==> config.mk <==
export PLATFORM = sky130hd
export DESIGN_NAME = sdram_port_arbiter
export DESIGN_NICKNAME = d
export VERILOG_FILES = /design/src/rtl/sdram_port_arbiter.sv
export SDC_FILE = /design/constraint.sdc
export NUM_CORES = 1
export LEC_CHECK = 0
export ABC_AREA = 1
export CELL_PAD_IN_SITES_DETAIL_PLACEMENT = 1
export CELL_PAD_IN_SITES_GLOBAL_PLACEMENT = 1
export CORE_ASPECT_RATIO = 0.7
export CORE_MARGIN = 5
export CORE_UTILIZATION = 15
export CTS_BUF_LIST = sky130_fd_sc_hd__clkbuf_4
export CTS_CLUSTER_DIAMETER = 150
export DETAILED_ROUTE_END_ITERATION = 6
export PLACE_DENSITY = 0.82
export RECOVER_POWER = 100
export REMOVE_ABC_BUFFERS = 1
export SLEW_MARGIN = 40
export SYNTH_ARGS = -nofsm -noshare
export SYNTH_HDL_FRONTEND = slang
export SYNTH_HIERARCHICAL = 1
export SYNTH_SLANG_ARGS = --single-unit
==> constraint.sdc <==
create_clock -name i_clk -period 2.3 [get_ports i_clk]
set_input_delay 0.575 -clock i_clk [delete_from_list [all_inputs] [get_ports i_clk]]
set_output_delay 0.575 -clock i_clk [all_outputs]
set_load 0.005 [all_outputs]
==> src/rtl/sdram_port_arbiter.sv <==
// Round-robin arbiter sharing one SDRAM controller request port among NUM_PORTS
// requesters; an in-order tag FIFO steers each returned read word to its issuer.

module sdram_port_arbiter_lane #(
    parameter int BE_W = 4
) (
    input  logic            i_clk,
    input  logic            i_rst_n,
    input  logic            i_rd,
    input  logic [BE_W-1:0] i_wr,
    input  logic            i_fifo_full,
    input  logic            i_granted,
    input  logic            i_mem_rdy,
    input  logic            i_rsp_hit,
    output logic            o_wr_any,
    output logic            o_eligible,
    output logic            o_rdy,
    output logic            o_rvalid
);
    assign o_wr_any   = |i_wr;
    // A full tag FIFO only holds back reads; writes never need a tag.
    assign o_eligible = o_wr_any | (i_rd & ~i_fifo_full);
    assign o_rdy      = i_granted & i_mem_rdy;
    assign o_rvalid   = i_rsp_hit;

    a_rd_wr_exclusive: assert property (@(posedge i_clk) disable iff (!i_rst_n)
        !(i_rd && o_wr_any));
endmodule

module sdram_port_arbiter #(
    parameter int NUM_PORTS       = 4,
    parameter int ADDR_WIDTH      = 32,
    parameter int DATA_WIDTH      = 32,
    parameter int MAX_OUTSTANDING = 4
) (
    input  logic                             i_clk,
    input  logic                             i_rst_n,
    input  logic [NUM_PORTS*ADDR_WIDTH-1:0]  i_req_addr,
    input  logic [NUM_PORTS*DATA_WIDTH-1:0]  i_req_wdata,
    input  logic [NUM_PORTS*(DATA_WIDTH/8)-1:0] i_req_wr,
    input  logic [NUM_PORTS-1:0]             i_req_rd,
    output logic [NUM_PORTS-1:0]             o_req_rdy,
    output logic [NUM_PORTS-1:0]             o_req_rvalid,
    output logic [DATA_WIDTH-1:0]            o_req_rdata,
    output logic [ADDR_WIDTH-1:0]            o_mem_addr,
    output logic [DATA_WIDTH-1:0]            o_mem_wdata,
    output logic [DATA_WIDTH/8-1:0]          o_mem_wr,
    output logic                             o_mem_rd,
    input  logic                             i_mem_rdy,
    input  logic                             i_mem_rvalid,
    input  logic [DATA_WIDTH-1:0]            i_mem_rdata,
    output logic                             o_rsp_err
);
    localparam int BE_W  = DATA_WIDTH / 8;
    localparam int PW    = (NUM_PORTS > 1) ? $clog2(NUM_PORTS) : 1;
    // MAX_OUTSTANDING is a power of two >= 2 so the pointers wrap naturally.
    localparam int PTR_W = $clog2(MAX_OUTSTANDING);
    localparam int CNT_W = PTR_W + 1;

    typedef enum logic {S_IDLE, S_GRANT} state_t;

    typedef struct packed {
        logic [ADDR_WIDTH-1:0] addr;
        logic [DATA_WIDTH-1:0] wdata;
        logic [BE_W-1:0]       wr;
        logic                  rd;
    } mem_req_t;

    logic [NUM_PORTS-1:0][ADDR_WIDTH-1:0] w_addr;
    logic [NUM_PORTS-1:0][DATA_WIDTH-1:0] w_wdata;
    logic [NUM_PORTS-1:0][BE_W-1:0]       w_wr;

    assign w_addr  = i_req_addr;
    assign w_wdata = i_req_wdata;
    assign w_wr    = i_req_wr;

    state_t            r_state, w_state_nxt;
    logic [PW-1:0]     r_grant, w_grant_nxt;
    logic [PW-1:0]     r_last, w_last_nxt;
    logic [PW-1:0]     w_sel;
    logic              w_found;
    int                w_idx;
    mem_req_t          w_req;

    logic [PW-1:0]     r_tag [MAX_OUTSTANDING];
    logic [PTR_W-1:0]  r_wptr, r_rptr;
    logic [CNT_W-1:0]  r_count;
    logic              r_err;
    logic              w_push, w_pop, w_full;

    logic [NUM_PORTS-1:0] w_wr_any, w_eligible, w_granted, w_rsp_hit;

    assign w_full = (r_count == CNT_W'(MAX_OUTSTANDING));
    assign w_pop  = i_mem_rvalid && (r_count != '0);
    assign w_push = (r_state == S_GRANT) && i_mem_rdy && w_req.rd;

    genvar g;
    generate
        for (g = 0; g < NUM_PORTS; g++) begin : g_lane
            assign w_granted[g] = (r_state == S_GRANT) && (r_grant == PW'(g));
            assign w_rsp_hit[g] = w_pop && (r_tag[r_rptr] == PW'(g));

            sdram_port_arbiter_lane #(.BE_W(BE_W)) u_lane (
                .i_clk       (i_clk),
                .i_rst_n     (i_rst_n),
                .i_rd        (i_req_rd[g]),
                .i_wr        (w_wr[g]),
                .i_fifo_full (w_full),
                .i_granted   (w_granted[g]),
                .i_mem_rdy   (i_mem_rdy),
                .i_rsp_hit   (w_rsp_hit[g]),
                .o_wr_any    (w_wr_any[g]),
                .o_eligible  (w_eligible[g]),
                .o_rdy       (o_req_rdy[g]),
                .o_rvalid    (o_req_rvalid[g])
            );
        end
    endgenerate

    // Round-robin: first eligible port after the last one granted.
    always_comb begin
        w_sel   = r_last;
        w_found = 1'b0;
        w_idx   = 0;
        for (int k = 1; k <= NUM_PORTS; k++) begin
            w_idx = (int'(r_last) + k) % NUM_PORTS;
            if (!w_found && w_eligible[w_idx[PW-1:0]]) begin
                w_found = 1'b1;
                w_sel   = PW'(w_idx);
            end
        end
    end

    always_comb begin
        w_state_nxt = r_state;
        w_grant_nxt = r_grant;
        w_last_nxt  = r_last;
        w_req       = '0;
        case (r_state)
            S_IDLE: begin
                if (w_found) begin
                    w_state_nxt = S_GRANT;
                    w_grant_nxt = w_sel;
                    w_last_nxt  = w_sel;
                end
            end
            S_GRANT: begin
                w_req.addr  = w_addr[r_grant];
                w_req.wdata = w_wdata[r_grant];
                w_req.wr    = w_wr[r_grant];
                // A read paired with a write is dropped; the write goes through.
                w_req.rd    = i_req_rd[r_grant] & ~w_wr_any[r_grant];
                if (i_mem_rdy) begin
                    w_state_nxt = S_IDLE;
                end
            end
            default: w_state_nxt = S_IDLE;
        endcase
    end

    always_ff @(posedge i_clk or negedge i_rst_n) begin
        if (!i_rst_n) begin
            r_state <= S_IDLE;
            r_grant <= '0;
            r_last  <= PW'(NUM_PORTS - 1);
        end else begin
            r_state <= w_state_nxt;
            r_grant <= w_grant_nxt;
            r_last  <= w_last_nxt;
        end
    end

    always_ff @(posedge i_clk or negedge i_rst_n) begin
        if (!i_rst_n) begin
            r_wptr  <= '0;
            r_rptr  <= '0;
            r_count <= '0;
            r_err   <= 1'b0;
        end else begin
            if (w_push) begin
                r_wptr <= r_wptr + 1'b1;
            end
            if (w_pop) begin
                r_rptr <= r_rptr + 1'b1;
            end
            case ({w_push, w_pop})
                2'b10:   r_count <= r_count + 1'b1;
                2'b01:   r_count <= r_count - 1'b1;
                default: r_count <= r_count;
            endcase
            if (i_mem_rvalid && (r_count == '0)) begin
                r_err <= 1'b1;
            end
        end
    end

    // Tag storage needs no reset: entries are only read behind a nonzero count.
    always_ff @(posedge i_clk) begin
        if (w_push) begin
            r_tag[r_wptr] <= r_grant;
        end
    end

    assign o_mem_addr  = w_req.addr;
    assign o_mem_wdata = w_req.wdata;
    assign o_mem_wr    = w_req.wr;
    assign o_mem_rd    = w_req.rd;
    assign o_req_rdata = i_mem_rdata;
    assign o_rsp_err   = r_err;
endmodule
==> metrics.txt, run 1 <==
clock power share=2.1%; layout cells sized above 1=37.7%; most frequent cells in the layout=clkdlybuf4s50_1, nand2_1, buf_4, buf_2, a22oi_2; CP peak stage delay=0.49 ns; io pins=422; H-tree levels=1; DP Wirelength=25200 µm; CP Cell Sequence=buf_6 > nor2_4 > buf_6 > buf_16 > nand2_4 > nand3_4 > nor2_4 > buf_6 > nand3_4 > ha_4 > inv_4 > fa_2 > a21oi_2 > o21ai_1 > xor2_1; unrepaired setup endpoints after global routing=true; Synth top area share=23.1%; Logic pwr share=90.6%; vias in the first global route=6440; first-pass GRT wire length=44000 µm; crit end category=flip-flop; commonest non-fill, non-tap cell in the layout=clkdlybuf4s50_1; Setup CP Type=reg2reg; Int Pwr=5350 µW; synthesized area=0.00335 mm²; wire per inst=26.7 µm; Core Area=0.0218 mm²; ranking of synthesized cells by area=nand2_1, a22oi_1, a31oi_1; Worst Hold End=r_rptr[1]; Tmin final=2.56 ns; Crit-path slowest cell=dfrtp_2; CTS buffer count=3; Power Density=1150 mW/mm²; Leak=0.00363 µW; crit path max fanout=6; final antenna-violating net count=0; clock buffer depth=2; hold path startpoint=r_rptr[1]; # setup viols final=72; sw frac=47.2%; clk_skew=0.00629 ns; Req. time, crit path=2.51 ns; Slew @ Worst Pin=0.699 ns; status=finished, violations left; peak supply drop=0.359 mV; Die X-Extent=189 µm; clock sinks=21; Most common cell on crit path=buf_6; Synth Area per Inst=6.15 µm²; CTS tree=built; relative slew slack=53.3%; Residual DRC=0; vias=5982; Port Buffer Count=357; Synth warnings=6; initial antenna violation count=1; Mapped Cells=545; final worst-path cycle share=111%; routed wire length=33400 µm; Initial Utilization=15.3%; Distinct cells, synth=35; DR vias/cell=4.78; Ant. Diodes=0; Worst-Skew Late Latency=0.32 ns; FF-to-FF End=r_count[2]; crit path launch type=flip-flop; full die area=0.0255 mm²; WHS Path Cells=1; Total Nets Final=1288; Max Cap Viol=0; Final Max Slew Viols=0; sequential element share of the synthesized area=16.9%; reg-to-reg slack, setup=-0.26 ns; area grow syn2layout=164%; top sig layer=met5; met1 wire length=10100 µm; FP Rows=45; DRT Pass-1 Iters=5; GRT Overall Usage=23.4%; Congestion Overflow GR=0; Psw=4790 µW; final worst setup slack=-0.260 ns; chip height=135 µm; CTS root buf=clkbuf_4; register bit total from synthesis=21; DRT iter0 DRCs=237; R2R depth=15; max frequency=391 MHz; Place WS=-0.671 ns; Routability Congestion=0.875; Worst-path clk slew=0.14 ns; failing checks=negative setup slack; met3 wire len=4980 µm; Hold Vio Cnt, Final=0; worst hold path class=reg2reg; fillcell total=2612; FF-to-FF Start=r_grant[0]; hold_ws=0.511 ns; Flop pwr share=7.3%; Arrival @ worst endpoint=2.77 ns; cell accounting for the most synthesized area=nand2_1; WL met2=16900 µm; pin count of the biggest net entering global routing=40
-- flip-flops by register name (all words and copies together) (netlist names) --
register   flops
r_last         2
r_wptr         2
r_state        1
r_tag          8
r_grant        2
o_rsp_err      1
r_count        3
r_rptr         2
-- power groups by stage --
stage / clock network [µW] / registers, µW / logic, µW
3_5_place_dp: 0 / 705 / 6720
3_3_place_gp: 0 / 696 / 6570
5_1_grt: 229 / 755 / 9710
4_1_cts: 195 / 710 / 7950
6_report: 213 / 743 / 9190
2_1_floorplan: 0 / 689 / 2540
-- per-stage QoR --
| stage | utilization [%] | total power [µW] | cells | TNS (ns) | cell area, µm² |
|---|---|---|---|---|---|
| 4_1_cts | 37.5 | 8860 | 1228 | -7.43 | 8180 |
| 3_3_place_gp | 34.1 | 7260 | 1178 | -17.12 | 7450 |
| 2_1_floorplan | - | 3230 | 470 | -1.17 | 2870 |
| 3_5_place_dp | 34.1 | 7430 | 1178 | -19.31 | 7450 |
| 5_1_grt | 40.5 | 10700 | 1251 | -16.78 | 8840 |
| 6_report | 40.5 | 10100 | 1251 | -11.28 | 8840 |
-- critical path, delay by kind of cell (launching register included) --
| kind | cells | cell delay (ns) |
|---|---|---|
| DFF | 1 | 0.49 |
| AOI/OAI and AO/OA | 2 | 0.25 |
| adders and majority gates | 2 | 0.51 |
| xor gates and xnor gates | 1 | 0.17 |
| buffers and inverters | 5 | 0.59 |
| and+or+nand+nor | 5 | 0.42 |
-- how the worst max path moves through the flow --
stage,from,endpoint,slack [ns],cells after the start
after floorplan,r_grant[0],r_count[2],-0.52,12
final,r_grant[0],r_count[2],-0.26,15
after CTS,r_grant[1],o_mem_addr[12],-0.19,8
after global placement,i_req_wr[6],o_mem_rd,-0.69,8
after global routing,r_grant[0],r_count[2],-0.34,15
after detailed placement,i_req_wr[6],o_mem_rd,-0.67,8
-- cell type report --
| cell class | instances | area (µm²) | area share (%) |
|---|---|---|---|
| well taps | 282 | 353 | 3.99 |
| clock buffers | 4 | 30.0 | 0.340 |
| flip-flops and latches | 21 | 574 | 6.49 |
| multi-input cells | 414 | 2850 | 32.2 |
| inverters | 35 | 154 | 1.74 |
| repair buffers | 495 | 4880 | 55.2 |
-- logic make-up (layout without fill, tap and decap cells) --
kind of cell / after synthesis / count (layout) / share of synthesized area [%]
AND/OR/NAND/NOR: 256 / 256 / 30.9
buffers and inverters: 110 / 534 / 18.4
flip-flops: 21 / 21 / 16.9
XOR/XNOR: 3 / 3 / 0.784
adder cells (fa/ha/maj): 6 / 6 / 2.46
AO/OA/AOI/OAI: 149 / 149 / 30.5
-- per-layer routing --
metal,GRT usage (%),up-vias
li1,-,2708
met1,21.3,2844
met2,42.9,363
met3,15.3,65
met4,7.48,2
met5,0,-
-- cells in the mapped netlist, drive strengths merged --
library cell  count
and2              2
a22oi            69
inv              35
xnor2             1
a41o              1
o31ai             1
o21ai             4
dfstp             2
nor3              3
buf              63
xor2              2
a21oi             3
o211ai            2
nor2             25
fa                1
nand3            17
ha                5
dfrtp            11
edfxtp            8
clkbuf           12
a31oi            68
a32oi             1
nand2           208
nand4             1
-- repair_timing --
item,CTS,global route
setup buffers,38,28
setup endpoints to repair,81,85
pin swaps,52,51
cloned,9,2
hold buffers,0,0
endpoints found under the hold margin,0,0
resized for setup,431,118
(Power assumes the default switching activity.)
==> inputs of run 2 (changes only) <==
GPL_ROUTABILITY_DRIVEN = 0   (was not set)
SETUP_SLACK_MARGIN = 0.5   (was not set)
==> run 2 against run 1 <==
The flow still finishes with violations (negative setup slack). Die area did not move. Flip-flop and latch count did not move. Power rose by 11%. Via count rose by 5.1%. Largest cell class unchanged.
==> metrics.txt, run 2 (synthesis gave the netlist of run 1 again) <==
crit path max fanout=6 (unchanged); total power draw=11300 µW (was 10100 µW); vias=6285 (was 5982); Max Cap Viol=0 (unchanged); Top reg by flops=r_tag (unchanged); full die area=0.0255 mm² (unchanged); peak supply drop=0.373 mV (was 0.359 mV); GRT busiest layer=met2 (unchanged); DRT Pass-1 Iters=5 (unchanged); final worst setup slack=-0.252 ns (was -0.260 ns); Logic pwr share=91.2% (was 90.6%); Die X-Extent=189 µm (unchanged); DR vias/cell=4.90 (was 4.78); Tmin final=2.55 ns (was 2.56 ns); layout cells sized above 1=45.6% (was 37.7%); DRT iter0 DRCs=272 (was 237); Initial Utilization=15.3% (unchanged); fillcell total=2566 (was 2612); pin count of the biggest net entering global routing=40 (unchanged); Setup CP Type=reg2out (was reg2reg); crit path launch type=flip-flop (unchanged); clock power share=2.0% (was 2.1%); # setup viols final=71 (was 72); Global Route met2 Usage=44.6% (was 42.9%); met1 usage=21.5% (was 21.3%); worst hold path class=reg2reg (unchanged); failing checks=negative setup slack (unchanged); Hold Vio Cnt, Final=0 (unchanged); wire per inst=27.2 µm (was 26.7 µm); vias in the first global route=6819 (was 6440); crit end category=output port (was flip-flop); final worst-path cycle share=111% (about the same); status=finished, violations left (unchanged); biggest regs=r_tag: 8 flops, r_count: 3 flops (unchanged); Worst-Skew Late Latency=0.33 ns (was 0.32 ns); Final Max Slew Viols=0 (unchanged); clk_skew=0.00495 ns (was 0.00629 ns); Psw=5300 µW (was 4790 µW); GRT Overall Usage=24.4% (was 23.4%); CTS buffer count=3 (unchanged); CTS root buf=clkbuf_4 (unchanged); flip-flop count of the largest register after layout=8 (unchanged); relative slew slack=51.6% (was 53.3%); Int Pwr=5950 µW (was 5350 µW); H-tree levels=1 (unchanged); met3 Track Usage GR=15.6% (was 15.3%); Congestion Overflow GR=0 (unchanged); commonest non-fill, non-tap cell in the layout=clkdlybuf4s50_1 (unchanged); Leak=0.00389 µW (was 0.00363 µW); Residual DRC=0 (unchanged); Arrival @ worst endpoint=1.98 ns (was 2.77 ns); area grow syn2layout=181% (was 164%); clock sinks=21 (unchanged); Core Area=0.0218 mm² (unchanged); reg-to-reg slack, setup=-0.22 ns (was -0.26 ns); first-pass GRT wire length=45700 µm (was 44000 µm); Place WS=-0.671 ns (unchanged); Power Density=1190 mW/mm² (was 1150 mW/mm²); most frequent cells in the layout=clkdlybuf4s50_1, nand2_1, buf_2, buf_4, nand2_2 (was clkdlybuf4s50_1, nand2_1, buf_4, buf_2, a22oi_2); io pins=422 (unchanged); CTS tree=built (unchanged); max frequency=392 MHz (was 391 MHz); Req. time, crit path=1.73 ns (was 2.51 ns); initial antenna violation count=2 (was 1); routed wire length=34900 µm (was 33400 µm); Worst-path clk slew=0.15 ns (was 0.14 ns); FP Rows=45 (unchanged); clock buffer depth=2 (unchanged); Total Nets Final=1319 (was 1288); Port Buffer Count=357 (unchanged); DP Wirelength=25200 µm (unchanged); final antenna-violating net count=0 (unchanged); setup TNS=-10.51 ns (was -11.28 ns); unrepaired setup endpoints after global routing=true (unchanged); Flop pwr share=6.9% (was 7.3%); chip height=135 µm (unchanged); sw frac=47.1% (was 47.2%); Slew @ Worst Pin=0.724 ns (was 0.699 ns)
[run 2: cell types whose count changed in the layout (fill, tap and decap cells not counted), sizes merged]
| cell | change |
|---|---|
| clkdlybuf4s50 | -7 |
| buf | +41 |
| dlygate4sd2 | +1 |
| clkdlybuf4s15 | -2 |
| diode | +1 |
| clkbuf | -2 |
[run 2: repair_timing]
action                     4_1_cts  5_1_grt
setup endpoints to repair       95       96
pin swaps                       82       62
cloned                          10        2
hold buffers                     0        0
setup buffers                   68       20
resized for setup              534      141
[run 2: routing by layer]
metal  share of wire [%]  vias to the layer above
li1                    -                     2787
met4                 5.7                        2
met5               0.020                        -
met2                  49                      440
met3                  15                       99
met1                  30                     2957
[run 2: worst paths after layout]
check	start	endpoint	cells after the start
max in group asynchronous	i_rst_n	r_grant[0]	1
setup reg to reg	r_grant[0]	r_count[2]	14
hold / removal	o_rsp_err	o_rsp_err	1
min in group asynchronous	i_rst_n	r_rptr[1]	1
setup / recovery	r_grant[0]	o_mem_wr[2]	8
hold reg to reg	o_rsp_err	o_rsp_err	1
[run 2: stage by stage]
stage / std cells / area, µm² / hold slack (ns) / util [%]
floorplan: 470 / 2870 / 0.279 / -
global placement: 1178 / 7450 / 0.454 / 34.1
detailed placement: 1178 / 7450 / 0.458 / 34.1
CTS: 1260 / 8670 / 0.486 / 39.7
global route: 1283 / 9420 / 0.557 / 43.1
finish: 1283 / 9420 / 0.516 / 43.1
[run 2: area by class of cell]
class                   instances  area, µm²  area share (%)
repair buffers                526       5240            55.7
multi-input cells             414       3060            32.5
flip-flops and latches         21        574            6.10
well taps                     282        353            3.75
inverters                      35        159            1.69
clock buffers                   4       30.0           0.319
diodes                          1       2.50          0.0266
[run 2: power by group through the flow]
stage	Clock (µW)	Combinational (µW)	Sequential, µW
2_1_floorplan	0	2540	689
3_3_place_gp	0	6570	696
3_5_place_dp	0	6720	705
4_1_cts	195	8680	730
5_1_grt	237	10800	781
6_report	222	10300	772
[run 2: worst max-delay path, stage by stage (launching register included)]
cell and delay, ns:
dfrtp_2 0.48, buf_6 0.13, nor2_4 0.03, buf_12 0.13, buf_16 0.14, buf_12 0.12, a22oi_2 0.27, a31oi_2 0.17
buf_2 0.16
